<file path="config.mk">
export PLATFORM = sky130hd
export DESIGN_NAME = coherence_bus_ctrl
export DESIGN_NICKNAME = d
export VERILOG_FILES = /design/src/rtl/coherence_bus_ctrl.sv
export SDC_FILE = /design/constraint.sdc
export NUM_CORES = 1
export LEC_CHECK = 0
export BUFFER_PORTS_ARGS = -buffer_cell sky130_fd_sc_hd__buf_2
export CORE_AREA = 3 3 195 197
export CTS_BUF_LIST = sky130_fd_sc_hd__clkbuf_4 sky130_fd_sc_hd__clkbuf_8 sky130_fd_sc_hd__clkbuf_16
export DETAILED_ROUTE_END_ITERATION = 16
export DIE_AREA = 0 0 198 200
export MAX_ROUTING_LAYER = met4
export PLACE_DENSITY = 0.48
export SLEW_MARGIN = 20
export SYNTH_ARGS = -nofsm -noshare
export SYNTH_HDL_FRONTEND = slang
export SYNTH_SLANG_ARGS = --single-unit
</file>
<file path="constraint.sdc">
create_clock -name CLK -period 1.8 [get_ports CLK]
set_input_delay 0.09 -clock CLK [delete_from_list [all_inputs] [get_ports CLK]]
set_output_delay 0.09 -clock CLK [all_outputs]
set_load 0.05 [all_outputs]
</file>
<file path="src/rtl/coherence_bus_ctrl.sv">
// coherence_bus_ctrl
// Controller end of the dual-core cache/coherence interface. Arbitrates the
// I- and D-cache requests of two cores onto a single RAM port and runs a
// snooping MSI protocol toward the D-cache of the non-requesting core.
//
// Ports
//   CLK, nRST          clock (rising edge), synchronous active-low reset
//   iREN/iaddr         per-core I-cache read request and address
//   iwait/iload        per-core I-request stall and read data
//   dREN/dWEN          per-core D-cache read / write request
//   daddr/dstore       per-core D address and write (or snoop response) data
//   dwait/dload        per-core D-request stall and read data
//   cctrans/ccwrite    per-core coherence transition / write-intent or Modified
//   ccwait/ccinv       stall / invalidate toward the snooped cache
//   ccsnoopaddr        snoop address toward the snooped cache
//   ramREN/ramWEN      RAM read / write strobes
//   ramaddr/ramstore   RAM address / write data
//   ramload/ramstate   RAM read data and status (FREE/BUSY/ACCESS/ERROR)
//   dbg_state          current controller state, for observation only
//
// Handshake: a request is held by the cache until its wait line drops for
// exactly one cycle, which happens combinationally in the cycle RAM reports
// ACCESS (or in the single SNOOP cycle for an upgrade). The controller
// returns to IDLE on the following edge, and a new grant is made no earlier
// than the cycle after that.
module coherence_bus_ctrl #(
    parameter int CPUS = 2
) (
    input  logic                 CLK,
    input  logic                 nRST,
    input  logic [CPUS-1:0]      iREN,
    input  logic [CPUS-1:0][31:0] iaddr,
    output logic [CPUS-1:0]      iwait,
    output logic [CPUS-1:0][31:0] iload,
    input  logic [CPUS-1:0]      dREN,
    input  logic [CPUS-1:0]      dWEN,
    input  logic [CPUS-1:0][31:0] daddr,
    input  logic [CPUS-1:0][31:0] dstore,
    output logic [CPUS-1:0]      dwait,
    output logic [CPUS-1:0][31:0] dload,
    input  logic [CPUS-1:0]      cctrans,
    input  logic [CPUS-1:0]      ccwrite,
    output logic [CPUS-1:0]      ccwait,
    output logic [CPUS-1:0]      ccinv,
    output logic [CPUS-1:0][31:0] ccsnoopaddr,
    output logic                 ramREN,
    output logic                 ramWEN,
    output logic [31:0]          ramaddr,
    output logic [31:0]          ramstore,
    input  logic [31:0]          ramload,
    input  logic [1:0]           ramstate,
    output logic [2:0]           dbg_state
);

    typedef enum logic [2:0] {
        S_IDLE   = 3'd0,
        S_SNOOP  = 3'd1,
        S_C2C    = 3'd2,
        S_RAMRD  = 3'd3,
        S_RAMWR  = 3'd4,
        S_IFETCH = 3'd5
    } state_t;

    localparam logic [1:0] RAM_ACCESS = 2'b10;

    state_t      state_q, state_d;
    logic        rr_q, rr_d;       // core preferred for the next D-grant
    logic        req_q, req_d;     // core being served
    logic        upg_q, upg_d;     // current snoop is an S->M upgrade
    logic [31:0] addr_q, addr_d;   // latched D address for snoop/fill
    logic [31:0] data_q, data_d;   // latched Modified block from the snooped cache

    logic            access;
    logic            oth;
    logic            gnt;
    logic [CPUS-1:0] dreq;

    assign dbg_state = state_q;
    assign access    = (ramstate == RAM_ACCESS);
    assign oth       = ~req_q;

    // An upgrade (cctrans & ccwrite without dREN) competes as a D-request.
    assign dreq = dREN | dWEN | (cctrans & ccwrite);
    assign gnt  = dreq[rr_q] ? rr_q : ~rr_q;

    always_ff @(posedge CLK) begin
        if (!nRST) begin
            state_q <= S_IDLE;
            rr_q    <= 1'b0;
            req_q   <= 1'b0;
            upg_q   <= 1'b0;
            addr_q  <= '0;
            data_q  <= '0;
        end else begin
            state_q <= state_d;
            rr_q    <= rr_d;
            req_q   <= req_d;
            upg_q   <= upg_d;
            addr_q  <= addr_d;
            data_q  <= data_d;
        end
    end

    always_comb begin
        state_d     = state_q;
        rr_d        = rr_q;
        req_d       = req_q;
        upg_d       = upg_q;
        addr_d      = addr_q;
        data_d      = data_q;
        iwait       = '1;
        dwait       = '1;
        iload       = '0;
        dload       = '0;
        ccwait      = '0;
        ccinv       = '0;
        ccsnoopaddr = '0;
        ramREN      = 1'b0;
        ramWEN      = 1'b0;
        ramaddr     = '0;
        ramstore    = '0;

        case (state_q)
            S_IDLE: begin
                if (|dreq) begin
                    req_d  = gnt;
                    addr_d = daddr[gnt];
                    upg_d  = 1'b0;
                    if (dWEN[gnt]) begin
                        // Writebacks go straight to RAM without snooping.
                        state_d = S_RAMWR;
                    end else if (dREN[gnt]) begin
                        state_d = cctrans[gnt] ? S_SNOOP : S_RAMRD;
                    end else begin
                        upg_d   = 1'b1;
                        state_d = S_SNOOP;
                    end
                end else if (|iREN) begin
                    req_d   = ~iREN[0];
                    state_d = S_IFETCH;
                end
            end

            S_SNOOP: begin
                // The snooped cache answers combinationally in this cycle.
                ccwait[oth]      = 1'b1;
                ccsnoopaddr[oth] = addr_q;
                ccinv[oth]       = ccwrite[req_q];
                if (upg_q) begin
                    dwait[req_q] = 1'b0;
                    rr_d         = oth;
                    state_d      = S_IDLE;
                end else if (ccwrite[oth]) begin
                    data_d  = dstore[oth];
                    state_d = S_C2C;
                end else begin
                    state_d = S_RAMRD;
                end
            end

            S_C2C: begin
                // Forward the Modified block to the requester and write it
                // back to RAM in the same transfer.
                ccwait[oth]  = 1'b1;
                ramWEN       = 1'b1;
                ramaddr      = addr_q;
                ramstore     = data_q;
                dload[req_q] = data_q;
                if (access) begin
                    dwait[req_q] = 1'b0;
                    rr_d         = oth;
                    state_d      = S_IDLE;
                end
            end

            S_RAMRD: begin
                ramREN  = 1'b1;
                ramaddr = addr_q;
                if (access) begin
                    dload[req_q] = ramload;
                    dwait[req_q] = 1'b0;
                    rr_d         = oth;
                    state_d      = S_IDLE;
                end
            end

            S_RAMWR: begin
                ramWEN   = 1'b1;
                ramaddr  = daddr[req_q];
                ramstore = dstore[req_q];
                if (access) begin
                    dwait[req_q] = 1'b0;
                    rr_d         = oth;
                    state_d      = S_IDLE;
                end
            end

            S_IFETCH: begin
                ramREN  = 1'b1;
                ramaddr = iaddr[req_q];
                if (access) begin
                    iload[req_q] = ramload;
                    iwait[req_q] = 1'b0;
                    state_d      = S_IDLE;
                end
            end

            default: begin
                state_d = S_IDLE;
            end
        endcase
    end

endmodule

</file>
; Yosys cells after proc, flatten, opt, wreduce, memory -nomap -nowiden
; Index checks and enable logic that the tools add are counted.
[classes]
reduce_logical = 18
n_lt_le_gt_ge = 6
bitwise = 12
eq_ne = 10
muxes = 61
[ops]
columns = operator, n
row1 = 32-bit two-way mux, 12
row2 = 64-bit AND, 3
row3 = 64-bit two-way mux, 3
row4 = 64-bit one-hot mux with 2 select lines, 1
row5 = 32-bit one-hot mux with 3 select lines, 1
row6 = 32-bit demux with 1-bit select, 2
row7 = 32-bit one-hot mux with 2 select lines, 1
row8 = 1-bit two-way mux, 24
row9 = 2-bit two-way mux, 8
row10 = 3-bit two-way mux, 4
row11 = 2-bit OR reduction, 6
row12 = 3-bit one-hot mux with 3 select lines, 1
row13 = "1-bit by 2-bit < comparator with 1-bit output, second input constant", 4
row14 = "3-bit by 2-bit equality test with 1-bit output, second input constant", 2
row15 = "3-bit equality test, second input constant", 2
row16 = 2-bit AND reduction, 3
row17 = 3-bit AND reduction, 2
row18 = 2-bit AND, 2
row19 = "2-bit by 1-bit inequality test with 1-bit output, second input constant", 2
row20 = 1-bit inverter, 4
row21 = 2-bit bitwise OR, 2
row22 = 2-bit one-hot mux with 2 select lines, 1
row23 = 2-bit nonzero test, 2
row24 = 4-bit OR reduction, 1
row25 = 11 further kinds, 14
[word_totals]
elab_cells = 113
regBits = 70
out_inout_bits = 269

; Logic depth before layout (Yosys ltp)
[logic_depth]
ltp_word = 12
mapped_depth = 8
depth_no_buf = 5

; Worst setup path after synthesis
; Ideal clock, no wire load.
[synth_path]
path_kind = register -> output
start = register state_q[1] (netlist: dbg_state[1])
end = output ramaddr[31]
path_slack_ns = -0.693
t_arrival_ns = 2.403
stages_incl_launch_ff = 7
t_required_ns = 1.710
cell_sequence = dfxtp_1 buf_2 nor2_1 nand2_1 clkbuf_1 clkbuf_1 o21ai_0
[synth_via]
elab_chain_len = 3
[synth_lines]
columns = item, line_no
row1 = from (decl), 66  ; state_t state_q, state_d;
row2 = from (signal assigned), 95  ; state_q <= state_d;
row3 = 3-bit by 2-bit equality test with 1-bit output, 123  ; case (state_q)
row4 = 2-bit OR reduction (no line), n/a
row5 = 32-bit one-hot mux with 3 select lines *, 123
row6 = to (decl), 48  ; output logic [31:0] ramaddr,
; Mark *: on every way between the ends. The rest lies on a longest branch, timed or not.

==> flow_summary_export.csv <==
group,metric,value,unit
timing,worst_pin_slew,0.7661,ns
finish,fillCellCount,3548,
placement,portBuffers,506,
pwr,power,20.08,mW
synthesis,yosysTopAreaCell,"mux2i_1",
timing,clock.fmax,509.1,MHz
finish,syn_to_final_growth,125.2,%
global_routing,grt_pass1_wl,53940,µm
worst_setup_path,end_kind,"output pin",
routing,dr_total_vias,9458,
global_routing,grt_use_total,18.43,%
worst_setup_path,crit_start,"req_q",
placement,place_area,11410,µm²
clock_tree,clk_pin_slew_worst_paths,0.06,ns
timing,skew,0.004652,ns
finish,nets,1739,
placement,post-place-cells,1869,
synthesis,synth_cell_type_count,37,
routing,first_pass_iters,4,
clock_tree,cts_root_buf,"clkbuf_16",
floorplanning,die_w,198,µm
worst_setup_path,timing.rr.start,"req_q",
placement,place_ws,-0.1104,ns
synthesis,syn_inst,908,
finish,layout_common_cells,"buf_2 (249), mux2i_1 (156), buf_6 (148)",
worst_setup_path,crit_required,1.71,ns
timing,setup_viol_count_final,276,
timing,rsz0062_at_grt,"true",
floorplanning,initial_core_util,18.56,%
clock_tree,cts_num_sinks,70,
min_path,hold_path_class,"input pin to flop",
synthesis,synth_edf_count,0,
finish,final_area,15220,µm²
synthesis,seq_area_frac_synth,20.73,%
clock_tree,cts_buffers,9,
synthesis,synthesis.nets,1146,
routing,postRouteWirelength,42150,µm
clock_tree,clk_path_buf_depth,2,
finish,multi_input_area,6450,µm²
routing,initialDrtViolationCount,245,
floorplanning,die_area,39600,µm²
global_routing,grt.overflow.total,0,
min_path,hp-start,"daddr[55]",
timing,hold_viol,0,
worst_setup_path,cp-start-kind,"flop",
synthesis,avgSynthCellArea,7.447,µm²
timing,min_period_over_period,109.1,%
global_routing,antenna_found_initial,1,
synthesis,yosys_most_used_dff,"dfxtp_1",
timing,relSlewSlack,48.82,%
synthesis,ys_warn_count,0,
worst_setup_path,cp.arrival,1.87,ns
routing,ant_nets,0,
finish,drive_above_1_share,65.34,%
floorplanning,core,36430,µm²
synthesis,ys_seq_elements,70,
flow_run,max-cap-violations,0,
pwr,vdd_drop_max,0.7196,mV
clock_tree,cts_tree,"done",
worst_setup_path,cp_max_fo,9,
floorplanning,ios,507,
routing,drc,0,
routing,wl_per_cell,21.33,µm
clock_tree,clock_latency,0.35,ns
worst_setup_path,crit_type,"flop to output pin",
finish,seqCellArea,1416,µm²
status,violations,"negative setup slack",
clock_tree,htreeDepth,3,
pwr,power_density,1319,nW/µm²
synthesis,synth.cell_area,6761,µm²
pwr,p_leak,7.408,nW
timing,drv_slew,0,
global_routing,grt_pass1_vias,9000,
synthesis,ys_top_cells_by_area,"mux2i_1 (24%), dfxtp_1 (21%), and2_1 (12%)",
finish,final_common_cell,"buf_2",
routing,vias_per_cell,4.786,
timing,finalCriticalPeriod,1.964,ns
floorplanning,rows,70,
timing,fin_hold_ws,0.09908,ns
placement,gp_congestion,0.8376,
status,status,"complete, but fails checks",
synthesis,async_flop_share,0,%
placement,post-dp-hpwl,27790,µm
floorplanning,die_h,200,µm
synthesis,yosysTopAreaCellShare,23.98,%
global_routing,grt_max_degree,49,
timing,postLayoutSetupSlackWorst,-0.1641,ns
finish,finalNonFillerCells,1976,
-- worst paths after layout --
path / end / slack, ns / cells after the start
max: iload[24] / -0.16 / 7
min: addr_q[23] / 0.1 / 4
min reg2reg: data_q[12] / 0.54 / 1
max reg2reg: data_q[4] / -0.03 / 9
-- critical path: stages, from the launching register on --
cell	delay, ns
dfxtp_4	0.38
buf_12	0.13
buf_4	0.15
nor3_4	0.21
buf_12	0.17
buf_12	0.14
and2_2	0.17
buf_6	0.16
-- logic make-up after synthesis --
kind of cell	count (synthesis)	share of synthesized area, %
AND/OR/NAND/NOR	365	26.28
AO/OA/AOI/OAI	217	22.58
XOR/XNOR	1	0.1296
multiplexers	163	24.32
flip-flops	70	20.73
buffers and inverters	92	5.977
-- per-stage QoR --
stage                     setup TNS [ns]  util (%)
after global routing              -49.58     41.78
after detailed placement         -0.8971     31.31
after CTS                         -31.59     36.75
after global placement           -0.7299     31.31
final                             -23.78     41.79
after floorplan                   -5.702         -
-- Yosys cell counts (2+ instances only) --
library cell / number
a211o_1: 2
a211oi_1: 3
a21boi_0: 2
a21oi_1: 46
a22oi_1: 25
a31oi_1: 3
and2_1: 131
and3_1: 7
buf_1: 9
buf_2: 29
buf_6: 3
clkbuf_1: 42
dfxtp_1: 70
inv_1: 8
mux2i_1: 162
nand2_1: 104
nand2b_1: 4
nor2_1: 101
nor2b_1: 6
nor3_1: 5
o211a_1: 64
o21a_1: 2
o21ai_0: 65
or3_1: 2
-- sequential cells by signal, indices dropped and copies added (netlist names) --
name       flops
addr_q        32
data_q        32
dbg_state      3
req_q          1
rr_q           1
upg_q          1
-- what timing repair did --
item,4_1_cts,5_1_grt
resized for setup,395,311
hold endpoints to repair,0,0
setup buffers,13,50
cloned,8,21
hold buffers,0,0
setup endpoints to repair,263,305
pin swaps,59,55
-- power by group --
group	switching, mW	leakage (nW)	internal, mW
Sequential	0.740	0.578	2.12
Clock	0.803	0.158	1.18
Combinational	8.43	6.67	6.81
-- routing by layer --
layer	part of all wire (%)	routed length [µm]	GRT usage, %
met1	40	16690	20.95
met2	51	21670	33.27
met3	6.1	2574	3.760
met5	0	0	-
met4	2.9	1209	4.509
-- layout make-up --
| type | count | share of cell area [%] |
|---|---|---|
| Multi-Input combinational cell | 746 | 42.37 |
| Timing Repair Buffer | 665 | 42.06 |
| Sequential cell | 70 | 9.303 |
| Tap cell | 468 | 3.846 |
| Clock buffer | 13 | 1.989 |
| Inverter | 9 | 0.2630 |
| Clock inverter | 3 | 0.1397 |
| Antenna cell | 2 | 0.03287 |
Power figures use the tool's default switching activity.
